$ cat config.mk
export PLATFORM = sky130hd
export DESIGN_NAME = vga_vblank_arbiter_flat
export DESIGN_NICKNAME = d
export VERILOG_FILES = /design/src/rtl/vga_vblank_arbiter_if.sv /design/src/rtl/vga_vblank_arbiter.sv /design/src/flat_wrapper.sv
export SDC_FILE = /design/constraint.sdc
export NUM_CORES = 1
export LEC_CHECK = 0
export BUFFER_PORTS_ARGS = -buffer_cell sky130_fd_sc_hd__buf_2
export CAP_MARGIN = 5
export CORE_MARGIN = 5
export CORE_UTILIZATION = 44
export DETAILED_ROUTE_END_ITERATION = 6
export MAX_ROUTING_LAYER = met4
export PLACE_DENSITY = 0.85
export SYNTH_ARGS = -nofsm -noshare
export SYNTH_HDL_FRONTEND = slang
export SYNTH_SLANG_ARGS = --single-unit
$ cat constraint.sdc
create_clock -name i_Clk -period 1.75 [get_ports i_Clk]
set_input_delay 0.175 -clock i_Clk [delete_from_list [all_inputs] [get_ports i_Clk]]
set_output_delay 0.175 -clock i_Clk [all_outputs]
set_load 0.01 [all_outputs]
$ cat src/rtl/vga_vblank_arbiter_if.sv
// Counter, request and timing-output bundle shared by the vblank arbiter and its neighbours.
// The master side drives the counters and the request. The slave side is the arbiter.
interface vga_vblank_arbiter_if #(
  parameter int TOTAL_COLS = 800,
  parameter int TOTAL_ROWS = 525
) ();
  logic [$clog2(TOTAL_COLS)-1:0] i_Col_Count;
  logic [$clog2(TOTAL_ROWS)-1:0] i_Row_Count;
  logic                          i_Req;
  logic                          o_Grant;
  logic                          o_Abort;
  logic                          o_VBlank_Start;
  logic                          o_Active;
  logic [7:0]                    o_Frame_Count;

  modport master (
    output i_Col_Count, i_Row_Count, i_Req,
    input  o_Grant, o_Abort, o_VBlank_Start, o_Active, o_Frame_Count
  );

  modport slave (
    input  i_Col_Count, i_Row_Count, i_Req,
    output o_Grant, o_Abort, o_VBlank_Start, o_Active, o_Frame_Count
  );
endinterface

$ cat src/rtl/vga_vblank_arbiter.sv
// Grants one requester a tear-free update window during vertical blanking, and emits active/vblank/frame timing.
// Every output is registered one cycle after the counters. The requester holds i_Req as a level and drops it to release.
module vga_vblank_arbiter #(
  parameter int TOTAL_COLS  = 800,
  parameter int TOTAL_ROWS  = 525,
  parameter int ACTIVE_COLS = 640,
  parameter int ACTIVE_ROWS = 480,
  parameter int GUARD_ROWS  = 1
) (
  input logic             i_Clk,
  input logic             i_Reset,
  vga_vblank_arbiter_if.slave bus
);
  localparam int COL_W   = $clog2(TOTAL_COLS);
  localparam int ROW_W   = $clog2(TOTAL_ROWS);
  localparam int WIN_END = TOTAL_ROWS - GUARD_ROWS;

  localparam logic [COL_W-1:0] ACT_C = COL_W'(ACTIVE_COLS);
  localparam logic [ROW_W-1:0] ACT_R = ROW_W'(ACTIVE_ROWS);
  localparam logic [ROW_W-1:0] WIN_R = ROW_W'(WIN_END);

  typedef enum logic [1:0] {
    ST_ACTIVE,
    ST_WINDOW,
    ST_GRANTED,
    ST_DONE
  } state_t;

  state_t     state, state_nxt;
  logic       grant_q, grant_nxt;
  logic       abort_q, abort_nxt;
  logic       vbs_q, vbs_nxt;
  logic       active_q, active_nxt;
  logic [7:0] frame_q, frame_nxt;

  logic in_visible_rows, past_window, vblank_entry, frame_start;

  // Range compares rather than equality, so a counter jump never strands the FSM.
  assign in_visible_rows = (bus.i_Row_Count < ACT_R);
  assign past_window     = (bus.i_Row_Count >= WIN_R);
  assign vblank_entry    = (bus.i_Row_Count == ACT_R) && (bus.i_Col_Count == '0);
  assign frame_start     = (bus.i_Row_Count == '0) && (bus.i_Col_Count == '0);

  always_comb begin
    state_nxt  = state;
    grant_nxt  = 1'b0;
    abort_nxt  = 1'b0;
    vbs_nxt    = 1'b0;
    frame_nxt  = frame_q;
    active_nxt = in_visible_rows && (bus.i_Col_Count < ACT_C);
    case (state)
      ST_ACTIVE: begin
        if (vblank_entry) begin
          state_nxt = ST_WINDOW;
          vbs_nxt   = 1'b1;
          frame_nxt = frame_q + 8'd1;
        end
      end
      ST_WINDOW: begin
        if (in_visible_rows) begin
          state_nxt = ST_ACTIVE;
        end else if (past_window) begin
          state_nxt = ST_DONE;
        end else if (bus.i_Req) begin
          state_nxt = ST_GRANTED;
          grant_nxt = 1'b1;
        end
      end
      ST_GRANTED: begin
        // Revocation outranks a simultaneous release so the abort is never lost.
        if (in_visible_rows || past_window) begin
          abort_nxt = 1'b1;
          state_nxt = in_visible_rows ? ST_ACTIVE : ST_DONE;
        end else if (!bus.i_Req) begin
          state_nxt = ST_DONE;
        end else begin
          grant_nxt = 1'b1;
        end
      end
      ST_DONE: begin
        if (frame_start || in_visible_rows) begin
          state_nxt = ST_ACTIVE;
        end
      end
      default: state_nxt = ST_ACTIVE;
    endcase
  end

  always_ff @(posedge i_Clk or posedge i_Reset) begin
    if (i_Reset) begin
      state    <= ST_ACTIVE;
      grant_q  <= 1'b0;
      abort_q  <= 1'b0;
      vbs_q    <= 1'b0;
      active_q <= 1'b0;
      frame_q  <= 8'd0;
    end else begin
      state    <= state_nxt;
      grant_q  <= grant_nxt;
      abort_q  <= abort_nxt;
      vbs_q    <= vbs_nxt;
      active_q <= active_nxt;
      frame_q  <= frame_nxt;
    end
  end

  assign bus.o_Grant        = grant_q;
  assign bus.o_Abort        = abort_q;
  assign bus.o_VBlank_Start = vbs_q;
  assign bus.o_Active       = active_q;
  assign bus.o_Frame_Count  = frame_q;
endmodule

$ cat src/flat_wrapper.sv
// flat-port wrapper written by rule: the top's interface ports become plain ports
module vga_vblank_arbiter_flat 
#(
  parameter int TOTAL_COLS  = 800,
  parameter int TOTAL_ROWS  = 525,
  parameter int ACTIVE_COLS = 640,
  parameter int ACTIVE_ROWS = 480,
  parameter int GUARD_ROWS  = 1
)
  (i_Clk, i_Reset, bus_i_Col_Count, bus_i_Row_Count, bus_i_Req, bus_o_Grant, bus_o_Abort, bus_o_VBlank_Start, bus_o_Active, bus_o_Frame_Count);
  vga_vblank_arbiter_if #(.TOTAL_COLS(TOTAL_COLS), .TOTAL_ROWS(TOTAL_ROWS)) bus_i ();
  input logic i_Clk;
  input logic i_Reset;
  input wire logic [$bits(bus_i.i_Col_Count)-1:0] bus_i_Col_Count;
  input wire logic [$bits(bus_i.i_Row_Count)-1:0] bus_i_Row_Count;
  input wire logic [$bits(bus_i.i_Req)-1:0] bus_i_Req;
  output wire logic [$bits(bus_i.o_Grant)-1:0] bus_o_Grant;
  output wire logic [$bits(bus_i.o_Abort)-1:0] bus_o_Abort;
  output wire logic [$bits(bus_i.o_VBlank_Start)-1:0] bus_o_VBlank_Start;
  output wire logic [$bits(bus_i.o_Active)-1:0] bus_o_Active;
  output wire logic [$bits(bus_i.o_Frame_Count)-1:0] bus_o_Frame_Count;
  assign bus_i.i_Col_Count = bus_i_Col_Count;
  assign bus_i.i_Row_Count = bus_i_Row_Count;
  assign bus_i.i_Req = bus_i_Req;
  assign bus_o_Grant = bus_i.o_Grant;
  assign bus_o_Abort = bus_i.o_Abort;
  assign bus_o_VBlank_Start = bus_i.o_VBlank_Start;
  assign bus_o_Active = bus_i.o_Active;
  assign bus_o_Frame_Count = bus_i.o_Frame_Count;
  vga_vblank_arbiter #(.TOTAL_COLS(TOTAL_COLS), .TOTAL_ROWS(TOTAL_ROWS), .ACTIVE_COLS(ACTIVE_COLS), .ACTIVE_ROWS(ACTIVE_ROWS), .GUARD_ROWS(GUARD_ROWS)) u_core (.i_Clk(i_Clk), .i_Reset(i_Reset), .bus(bus_i));
endmodule
==> flow_summary.yaml <==
run_status:
  status: "finished, final reports clean"
timing:
  slew-limit-headroom_pct: 65.05
  setup-tns-final_ns: 0
  fin_crit_sh_pct: 91.91
  fin_crit_ns: 1.608
  worstMarginPinSlew_ns: 0.5236
  finalSetupViolations: 0
  drv_slew: 0
  rsz0062_at_grt: "false"
  skew_ns: 0.003592
  max_freq_mhz: 621.8
  hold_violations: 0
routing:
  drt-initial-drc-count: 6
  drt-total-wl_mm: 1.726
  ant_nets: 0
  avgRoutedWirePerCell_um: 13.59
  drc: 0
  via_count: 685
  via_per_inst: 5.394
  first_pass_iters: 2
synth:
  netlist_area_um2: 754.5
  yosys_register_bits: 14
  synth_cell_types: 28
  synth_cells: 68
  ys.warnings.count: 0
  synth_top_cell_area_share_pct: 46.43
  syn_nets: 96
  synth_area_leaders: "dfrtp_1 46%, ha_1 8.3%, xnor2_1 7.0%, nand4_1 4.1%, inv_1 3.5%"
  synth.avg_cell_area_um2: 11.10
  synth-seq-area-share_pct: 46.43
  yosysTopAreaCell: "dfrtp_1"
finish:
  fill_cells: 156
  drive_above_1_share_pct: 42.73
  area_growth_pct: 34.00
  most-common-layout-cells: "34 x buf_2, 14 x dfrtp_1, 7 x inv_1, 6 x xnor2_1, 5 x nand4_1"
  diodes: 0
  final_core_util_pct: 60.52
  nets: 140
  final_common_cell: "buf_2"
  fin_cells: 127
  final_cell_area_mm2: 0.001011
floorplanning:
  dieWidth_um: 51.41
  start_util_pct: 45.17
  io_pins: 35
  dieArea_mm2: 0.002643
  rows: 15
  die_h_um: 51.41
  coreArea_mm2: 0.001670
power:
  p_leak_nw: 0.5659
  ir_drop_v: 0.0004201
  p_per_area_mw_per_mm2: 847.1
cts:
  clockBufferDepth: 2
  clockRootBuffer: "clkbuf_4"
  numCtsBuffers: 3
  cts_tree: "yes"
  postCtsSetupBuffers: 0
  clkSinkCount: 14
  worstSkewPairLatency_ns: 0.28
  h-tree-depth: 1
  cts.clk_slew.worst_paths_ns: 0.08
placement:
  dp.cells: 123
  gp_congestion: 0.8635
  dpl-instance-area_um2: 975.9
  portBuffers: 34
  post-dp-hpwl_mm: 1.428
worst_setup_path:
  criticalPathCategory: "flip-flop to flip-flop"
  setup.worst_path.end_class: "flip-flop"
  cp-start-kind: "flip-flop"
  required_ns: 1.92
  crit_fanout: 4
  arrival_ns: 1.78
global_route:
  antenna_found_initial: 0
  grt_pass1_wl_mm: 3.077
  grt_pass1_vias: 763
  grtUsageTotal_pct: 16.17
  overflow: 0
  grt_max_degree: 15
job:
  maxCapViolations: 0
min_path:
  min_path_type: "primary input to flip-flop"
## cell families after synthesis
logic type	synth area share [%]
AOI/OAI and AO/OA	9.454
xor gates and xnor gates	8.126
adders and majority gates	8.292
buffers and inverters	3.483
DFF	46.44
muxes	4.809
and+or+nand+nor	19.41
## stage by stage
stage / hold WS [ns] / setup WS (ns) / power, mW
final: 0.07881 / 0.1416 / 0.8564
after global routing: 0.09886 / 0.02770 / 0.9236
after detailed placement: 0.2349 / -0.01780 / 0.6760
after floorplan: 0.06422 / 0.1555 / 0.5655
after global placement: 0.2214 / 0.05175 / 0.6528
after CTS: 0.07659 / 0.1011 / 0.8545
## where the power goes
group	total, mW	leakage (nW)	switching [mW]	internal [mW]
Clock	0.182	0.0138	0.102	0.0799
Sequential	0.376	0.191	0.0230	0.353
Combinational	0.299	0.361	0.152	0.147
Total	0.856	0.566	0.277	0.580
## critical path, cell delays in order (launching register included)
cell,delay [ns]
dfrtp_1,0.42
inv_1,0.12
ha_2,0.22
inv_1,0.07
nor3_4,0.25
buf_4,0.17
nand4_1,0.10
xnor2_1,0.14
## Yosys cell counts
| cell type | instances |
|---|---|
| a21boi_0 | 1 |
| nand2b_1 | 1 |
| or4_4 | 1 |
| o211a_1 | 1 |
| nor3b_1 | 1 |
| a211oi_1 | 1 |
| nor4_1 | 3 |
| mux2_2 | 1 |
| nand3_1 | 3 |
| a21oi_1 | 1 |
| or2_1 | 1 |
| mux2_4 | 1 |
| a211o_1 | 1 |
| and2_1 | 1 |
| o21ai_0 | 2 |
| nor3_4 | 1 |
| ha_1 | 5 |
| and3_1 | 2 |
| nand4_1 | 5 |
| xnor2_1 | 6 |
| nor2_1 | 2 |
| a31oi_1 | 1 |
| dfrtp_1 | 14 |
| nand2_1 | 2 |
| mux2i_1 | 1 |
| o41ai_2 | 1 |
| inv_1 | 7 |
| xor2_1 | 1 |
## final cells by class
class	count	area (µm²)	area share (%)
clock buffers	3	22.52	2.228
well taps	17	21.27	2.104
repair buffers	39	210.2	20.79
inverters	7	26.28	2.599
multi-input cells	47	380.4	37.62
flip-flops and latches	14	350.3	34.65
## sequential cells by signal, summed over array words and instances, names as in the netlist
register and cells:
u_core.bus.o_Grant 1, u_core.bus.o_Frame_Count 8, u_core.bus.o_Abort 1, u_core.bus.o_Active 1, u_core.state 2, u_core.bus.o_VBlank_Start 1
## final timing paths
check | depth (start not counted) | slack (ns) | start | to
setup / recovery | 7 | 0.14 | u_core.state[0] | u_core.bus.o_Frame_Count[5]
hold / removal | 2 | 0.08 | bus_i_Col_Count[9] | u_core.bus.o_Active
setup reg to reg | 7 | 0.14 | u_core.state[0] | u_core.bus.o_Frame_Count[5]
hold reg to reg | 1 | 0.46 | u_core.bus.o_Frame_Count[7] | u_core.bus.o_Frame_Count[7]
max in group asynchronous | 3 | 0.93 | i_Reset | u_core.bus.o_Frame_Count[3]
min in group asynchronous | 3 | 0.47 | i_Reset | u_core.bus.o_Frame_Count[1]
## per-layer routing
layer	global-route usage, %	vias up	wire, µm
met1	17.43	316	689
met4	10.48	0	44
met3	2.041	4	152
met5	-	-	0
li1	-	333	-
met2	27.75	32	841
## what timing repair did
action,CTS,global route
resized for setup,0,1
setup endpoints to repair,0,2
endpoints found under the hold margin,14,0
hold buffers,1,0
No activity file was read; power rests on OpenSTA's default activity.
